$ cat src/rtl/next_state_pkg.sv
// Shared types and the next-state function for the next_state_logic slice.
//   ev_op_e     : event opcodes carried on ev_op
//   ns_fsm_e    : handshake sequencing states
//   ns_result_t : {err, next} returned by ns_compute
package next_state_pkg;

    typedef enum logic [1:0] {
        EV_HOLD    = 2'd0,
        EV_ADVANCE = 2'd1,
        EV_JUMP    = 2'd2,
        EV_CLEAR   = 2'd3
    } ev_op_e;

    typedef enum logic [2:0] {
        WAIT_ST,
        WAIT_EV,
        COMPUTE,
        SEND,
        RECOVER
    } ns_fsm_e;

    typedef struct packed {
        logic        err;
        logic [31:0] next;
    } ns_result_t;

    // Values are carried at 32 bits so the function is independent of WIDTH.
    // Out-of-range state or jump target is clamped to num_states-1 and flagged.
    function automatic ns_result_t ns_compute(input logic [31:0] state,
                                              input ev_op_e      op,
                                              input logic [31:0] target,
                                              input int unsigned num_states);
        ns_result_t  r;
        logic [31:0] s;
        r.err = 1'b0;
        s     = state;
        if (state >= num_states) begin
            s     = num_states - 1;
            r.err = 1'b1;
        end
        case (op)
            EV_HOLD:    r.next = s;
            EV_ADVANCE: r.next = (s == num_states - 1) ? '0 : s + 32'd1;
            EV_JUMP: begin
                if (target >= num_states) begin
                    r.next = num_states - 1;
                    r.err  = 1'b1;
                end else begin
                    r.next = target;
                end
            end
            default:    r.next = '0;
        endcase
        return r;
    endfunction

endpackage

$ cat src/rtl/next_state_logic_ns_latency_cnt.sv
// Loadable down-counter with zero flag, used to pad forward and backward
// latency of the next-state handshake loop.
//   load/load_val : synchronous load (takes priority over dec)
//   dec           : decrement, saturating at zero
//   zero          : counter value is zero
module ns_latency_cnt #(
    parameter int unsigned W = 3
) (
    input  logic         clk,
    input  logic         rst_n,
    input  logic         load,
    input  logic [W-1:0] load_val,
    input  logic         dec,
    output logic         zero
);

    logic [W-1:0] cnt_q, cnt_d;

    always_comb begin
        cnt_d = cnt_q;
        if (load) begin
            cnt_d = load_val;
        end else if (dec && (cnt_q != '0)) begin
            cnt_d = cnt_q - W'(1);
        end
    end

    always_ff @(posedge clk or negedge rst_n) begin
        if (!rst_n) begin
            cnt_q <= '0;
        end else begin
            cnt_q <= cnt_d;
        end
    end

    assign zero = (cnt_q == '0);

endmodule

$ cat src/rtl/next_state_logic.sv
// Next-state generator: collects a current-state token, then an event token,
// computes the next state, and returns it on the ns channel with FL/BL
// latency padding.
//   st_*     : current-state token in (valid/ready/data)
//   ev_*     : event token in (valid/ready/op/target)
//   ns_*     : next-state token out (valid/ready/data)
//   busy     : FSM is not in WAIT_ST
//   xfer_cnt : completed ns transfers (wrapping)
//   err      : sticky illegal state/target flag, cleared only by reset
module next_state_logic
    import next_state_pkg::*;
#(
    parameter int unsigned WIDTH      = 3,
    parameter int unsigned NUM_STATES = 8,
    parameter int unsigned FL         = 2,
    parameter int unsigned BL         = 8,
    parameter int unsigned CNT_W      = 16
) (
    input  logic             clk,
    input  logic             rst_n,
    input  logic             st_valid,
    output logic             st_ready,
    input  logic [WIDTH-1:0] st_data,
    input  logic             ev_valid,
    output logic             ev_ready,
    input  logic [1:0]       ev_op,
    input  logic [WIDTH-1:0] ev_target,
    output logic             ns_valid,
    input  logic             ns_ready,
    output logic [WIDTH-1:0] ns_data,
    output logic             busy,
    output logic [CNT_W-1:0] xfer_cnt,
    output logic             err
);

    // Counter holds at most max(FL,BL)-1, since the transition edge itself
    // supplies the final cycle of each wait.
    localparam int unsigned LAT_MAX = (FL > BL) ? FL : BL;
    localparam int unsigned LAT_W   = (LAT_MAX < 2) ? 1 : $clog2(LAT_MAX);
    localparam logic [LAT_W-1:0] FL_LOAD = LAT_W'(FL - 1);
    localparam logic [LAT_W-1:0] BL_LOAD = LAT_W'((BL > 0) ? BL - 1 : 0);

    ns_fsm_e          state_q, state_d;
    logic [WIDTH-1:0] st_q, st_d;
    logic [WIDTH-1:0] ns_data_q, ns_data_d;
    logic [CNT_W-1:0] xfer_cnt_q, xfer_cnt_d;
    logic             err_q, err_d;
    logic             st_ready_q, st_ready_d;
    logic             ev_ready_q, ev_ready_d;
    logic             ns_valid_q, ns_valid_d;
    logic             busy_q, busy_d;

    logic             lat_load, lat_dec, lat_zero;
    logic [LAT_W-1:0] lat_val;
    ns_result_t       calc;

    ns_latency_cnt #(.W(LAT_W)) u_lat (
        .clk      (clk),
        .rst_n    (rst_n),
        .load     (lat_load),
        .load_val (lat_val),
        .dec      (lat_dec),
        .zero     (lat_zero)
    );

    always_comb begin
        calc       = ns_compute(32'(st_q), ev_op_e'(ev_op), 32'(ev_target), NUM_STATES);
        state_d    = state_q;
        st_d       = st_q;
        ns_data_d  = ns_data_q;
        xfer_cnt_d = xfer_cnt_q;
        err_d      = err_q;
        lat_load   = 1'b0;
        lat_val    = FL_LOAD;
        lat_dec    = 1'b0;
        case (state_q)
            WAIT_ST: begin
                if (st_valid) begin
                    st_d    = st_data;
                    state_d = WAIT_EV;
                end
            end
            WAIT_EV: begin
                if (ev_valid) begin
                    ns_data_d = WIDTH'(calc.next);
                    err_d     = err_q | calc.err;
                    lat_load  = 1'b1;
                    lat_val   = FL_LOAD;
                    state_d   = COMPUTE;
                end
            end
            COMPUTE: begin
                lat_dec = 1'b1;
                if (lat_zero) state_d = SEND;
            end
            SEND: begin
                if (ns_ready) begin
                    xfer_cnt_d = xfer_cnt_q + CNT_W'(1);
                    if (BL == 0) begin
                        state_d = WAIT_ST;
                    end else begin
                        lat_load = 1'b1;
                        lat_val  = BL_LOAD;
                        state_d  = RECOVER;
                    end
                end
            end
            RECOVER: begin
                lat_dec = 1'b1;
                if (lat_zero) state_d = WAIT_ST;
            end
            default: state_d = WAIT_ST;
        endcase
        // Handshake outputs are registered from the next state so they
        // change on the same edge as the FSM.
        st_ready_d = (state_d == WAIT_ST);
        ev_ready_d = (state_d == WAIT_EV);
        ns_valid_d = (state_d == SEND);
        busy_d     = (state_d != WAIT_ST);
    end

    always_ff @(posedge clk or negedge rst_n) begin
        if (!rst_n) begin
            state_q    <= WAIT_ST;
            st_q       <= '0;
            ns_data_q  <= '0;
            xfer_cnt_q <= '0;
            err_q      <= 1'b0;
            st_ready_q <= 1'b1;
            ev_ready_q <= 1'b0;
            ns_valid_q <= 1'b0;
            busy_q     <= 1'b0;
        end else begin
            state_q    <= state_d;
            st_q       <= st_d;
            ns_data_q  <= ns_data_d;
            xfer_cnt_q <= xfer_cnt_d;
            err_q      <= err_d;
            st_ready_q <= st_ready_d;
            ev_ready_q <= ev_ready_d;
            ns_valid_q <= ns_valid_d;
            busy_q     <= busy_d;
        end
    end

    assign st_ready = st_ready_q;
    assign ev_ready = ev_ready_q;
    assign ns_valid = ns_valid_q;
    assign ns_data  = ns_data_q;
    assign busy     = busy_q;
    assign xfer_cnt = xfer_cnt_q;
    assign err      = err_q;

endmodule
$ cat config.mk
export PLATFORM = sky130hd
export DESIGN_NAME = next_state_logic
export DESIGN_NICKNAME = d
export VERILOG_FILES = /design/src/rtl/next_state_pkg.sv /design/src/rtl/next_state_logic_ns_latency_cnt.sv /design/src/rtl/next_state_logic.sv
export SDC_FILE = /design/constraint.sdc
export NUM_CORES = 1
export LEC_CHECK = 0
export ABC_AREA = 1
export BUFFER_PORTS_ARGS = -buffer_cell sky130_fd_sc_hd__buf_2
export CORE_ASPECT_RATIO = 2
export CORE_UTILIZATION = 55
export DETAILED_ROUTE_END_ITERATION = 12
export GPL_ROUTABILITY_DRIVEN = 0
export MAX_ROUTING_LAYER = met4
export PLACE_DENSITY_LB_ADDON = 0.15
export SYNTH_ARGS = -nofsm -noshare
export SYNTH_HDL_FRONTEND = slang
export SYNTH_SLANG_ARGS = --single-unit
$ cat constraint.sdc
create_clock -name clk -period 4.45 [get_ports clk]
set_clock_uncertainty 0.2 [all_clocks]
set_input_delay 0.2225 -clock clk [delete_from_list [all_inputs] [get_ports clk]]
set_output_delay 0.2225 -clock clk [all_outputs]
set_load 0.05 [all_outputs]
==> flow_summary_export.csv <==
group,metric,value,unit
critical_path,critPathArrivalTime,1.69,ns
placed_design,numPortBuffers,35,
global_routing,grt_pass1_wl,5490,µm
floorplan,fp.dieW,41.3,µm
sta,worstMarginPinSlew,0.706,ns
layout,regArea,802,µm²
synth,yosys-top-cells-area,"dfrtp_1 (46%), nand2_1 (12%), nand3_1 (6.8%)",
placed_design,dpl_worst_slack,2.75,ns
drt,vias_per_cell,5.18,
clock_network,clock_latency,0.28,ns
synth,synth_top_cell_area_share,0.458,
global_routing,grt_util_all_layers,0.256,
floorplan,num_rows,28,
critical_path,worst_setup_path_end_kind,"flop",
synth,yosysSeqAreaShare,0.473,
clock_network,clock-sinks,32,
critical_path,required,4.42,ns
sta,finalSetupViolations,0,
critical_path,reg2reg_from,"xfer_cnt[0]",
synth,syn_area,1700,µm²
clock_network,cts_made_buffers,5,
global_routing,antenna_found_initial,0,
job,max-cap-violations,0,
sta,post-route-worst-setup-slack,2.73,ns
layout,final_cell_mix,"nand2_1 (54), buf_2 (35), dfrtp_1 (31)",
sta,max_clock_freq,581,MHz
global_routing,grt_max_degree,33,
critical_path,crit_start,"xfer_cnt[0]",
synth,syn_nets,218,
floorplan,pin_count,37,
critical_path,setup.worst_path.end,"xfer_cnt[8]",
sta,whs,0.104,ns
layout,area.growth.synth_to_final,19.2,%
drt,initialDrtViolationCount,37,
critical_path,worst-path-max-fanout,4,
global_routing,gr-total-overflow,0,
clock_network,root_buffer,"clkbuf_8",
critical_path,r2r_slack,2.73,ns
sta,setup_tns,0,ns
sta,finalMaxSlewViolations,0,
critical_path,r2r_end,"xfer_cnt[8]",
layout,num_antenna_cells,0,
synth,ys_ff_latch,32,
clock_network,clock_path_buffers,2,
sta,finalHoldViolCount,0,
layout,fin_cells,275,
power,power,1.19,mW
drt,postRouteAntennaNets,0,
layout,final_nets,262,
placed_design,dp_cells,263,
clock_network,tritoncts,"done",
layout,fin_area,2020,µm²
sta,maxSlewHeadroom,0.530,
clock_network,post_cts_buffers,0,
power,pwr_density_cell,590,nW/µm²
drt,drt-pass1-iter-count,4,
power,vdd_drop_max,0.486,mV
synth,synth_top_cell_by_area,"dfrtp_1",
layout,final_common_cell,"nand2_1",
drt,drc,0,
layout,drive_above_1_share,0.249,
floorplan,initial_utilization,0.576,
sta,period_minus_slack,1.72,ns
global_routing,grt_pass1_vias,1380,
status,outcome,"finished clean",
drt,via_count,1425,
worst_hold_path,worstHoldPathType,"input port to flop",
critical_path,criticalPathCategory,"flop to flop",
layout,fin_util,0.687,
sta,period_share,0.387,
power,power_leakage,1.10,nW
clock_network,h-tree-depth,2,
clock_network,cts.clk_slew.worst_paths,0.07,ns
placed_design,dp_hpwl,2590,µm
synth,synth_cell_type_count,30,
drt,drt-wirelength-per-cell,12.6,µm
critical_path,cp-start-kind,"flop",
synth,avgSynthCellArea,8.48,µm²
critical_path,reg2reg_depth,8,
floorplan,die_y,80.5,µm
synth,yosysWarnings,0,
floorplan,die_area,3320,µm²
sta,rsz0062_at_grt,"no",
drt,routed_wl,3480,µm
layout,multi_input_area,776,µm²
synth,synthCells,200,
placed_design,placed_cell_area,1880,µm²
floorplan,fp.coreArea,2940,µm²
layout,fill_cells,276,
what timing repair did:
action                                 CTS  global route
endpoints found under the hold margin   34             0
resized for setup                        0             0
hold buffers                             4             0
Yosys cell counts (all sizes together):
| library cell | n |
|---|---|
| nand3 | 25 |
| xor2 | 6 |
| dfstp | 1 |
| nand3b | 2 |
| dfrtp | 31 |
| o21ai | 4 |
| conb | 1 |
| and2 | 1 |
| nand4 | 2 |
| nand2 | 57 |
| mux2 | 2 |
| o21bai | 1 |
| xnor2 | 4 |
| or2 | 2 |
| ha | 5 |
| buf | 2 |
| nor2 | 29 |
| nor3 | 1 |
| inv | 24 |
worst max-delay path, cell delays in order, from the launching register on:
cell and delay, ns:
dfrtp_1 0.39, ha_1 0.20, nand3_1 0.11, nor2_1 0.26
nand2_1 0.17, nor2_1 0.13, nand2_1 0.06, nand2_1 0.07
inv_1 0.04
cells by family (layout without fill, tap and decap cells):
| kind of cell | Yosys count | in the layout | share of synthesized area |
|---|---|---|---|
| AND/OR/NAND/NOR | 119 | 119 | 0.335 |
| flip-flops | 32 | 32 | 0.473 |
| buffers and inverters | 26 | 71 | 0.0694 |
| XOR/XNOR | 10 | 10 | 0.0517 |
| adder cells (fa/ha/maj) | 5 | 5 | 0.0369 |
| AO/OA/AOI/OAI | 5 | 5 | 0.0185 |
| multiplexers | 2 | 2 | 0.0133 |
| other | 1 | 1 | 0.00221 |
state kept, by name, summed over array words and instances (netlist names):
name	count
busy	1
ev_ready	1
ns_data	3
ns_valid	1
st_q	3
st_ready	1
state_q	3
u_lat.cnt_q	3
xfer_cnt	16
where the power goes:
group          internal, mW  switching [mW]
Sequential            0.380          0.0627
Clock                 0.141           0.103
Combinational         0.148           0.357
Total                 0.669           0.523
per-layer routing:
layer  up-vias  GRT usage  share of wire
li1        707          -              -
met1       678      0.219           0.35
met2        35      0.466           0.60
met3         5     0.0580          0.036
met4         0      0.123          0.018
met5         -          -              0
area by class of cell:
type                       instances  share of cell area
inverter                          24              0.0446
clock buffer                       8              0.0495
multi-input combinational        142               0.384
sequential                        32               0.397
tap                               30              0.0186
timing repair buffer              39               0.107
how the worst min path moves through the flow:
| stage | start | end | slack [ns] | cells past startpoint |
|---|---|---|---|---|
| final | ev_target[0] | ns_data[0] | 0.10 | 5 |
| after global routing | ev_valid | state_q[1] | 0.13 | 3 |
| after CTS | ev_valid | ns_data[0] | 0.10 | 4 |
| after detailed placement | rst_n | ns_data[2] | 0.11 | 1 |
| after global placement | rst_n | ns_data[2] | 0.11 | 1 |
| after floorplan | rst_n | busy | -0.27 | 0 |
Power figures use the tool's default switching activity.
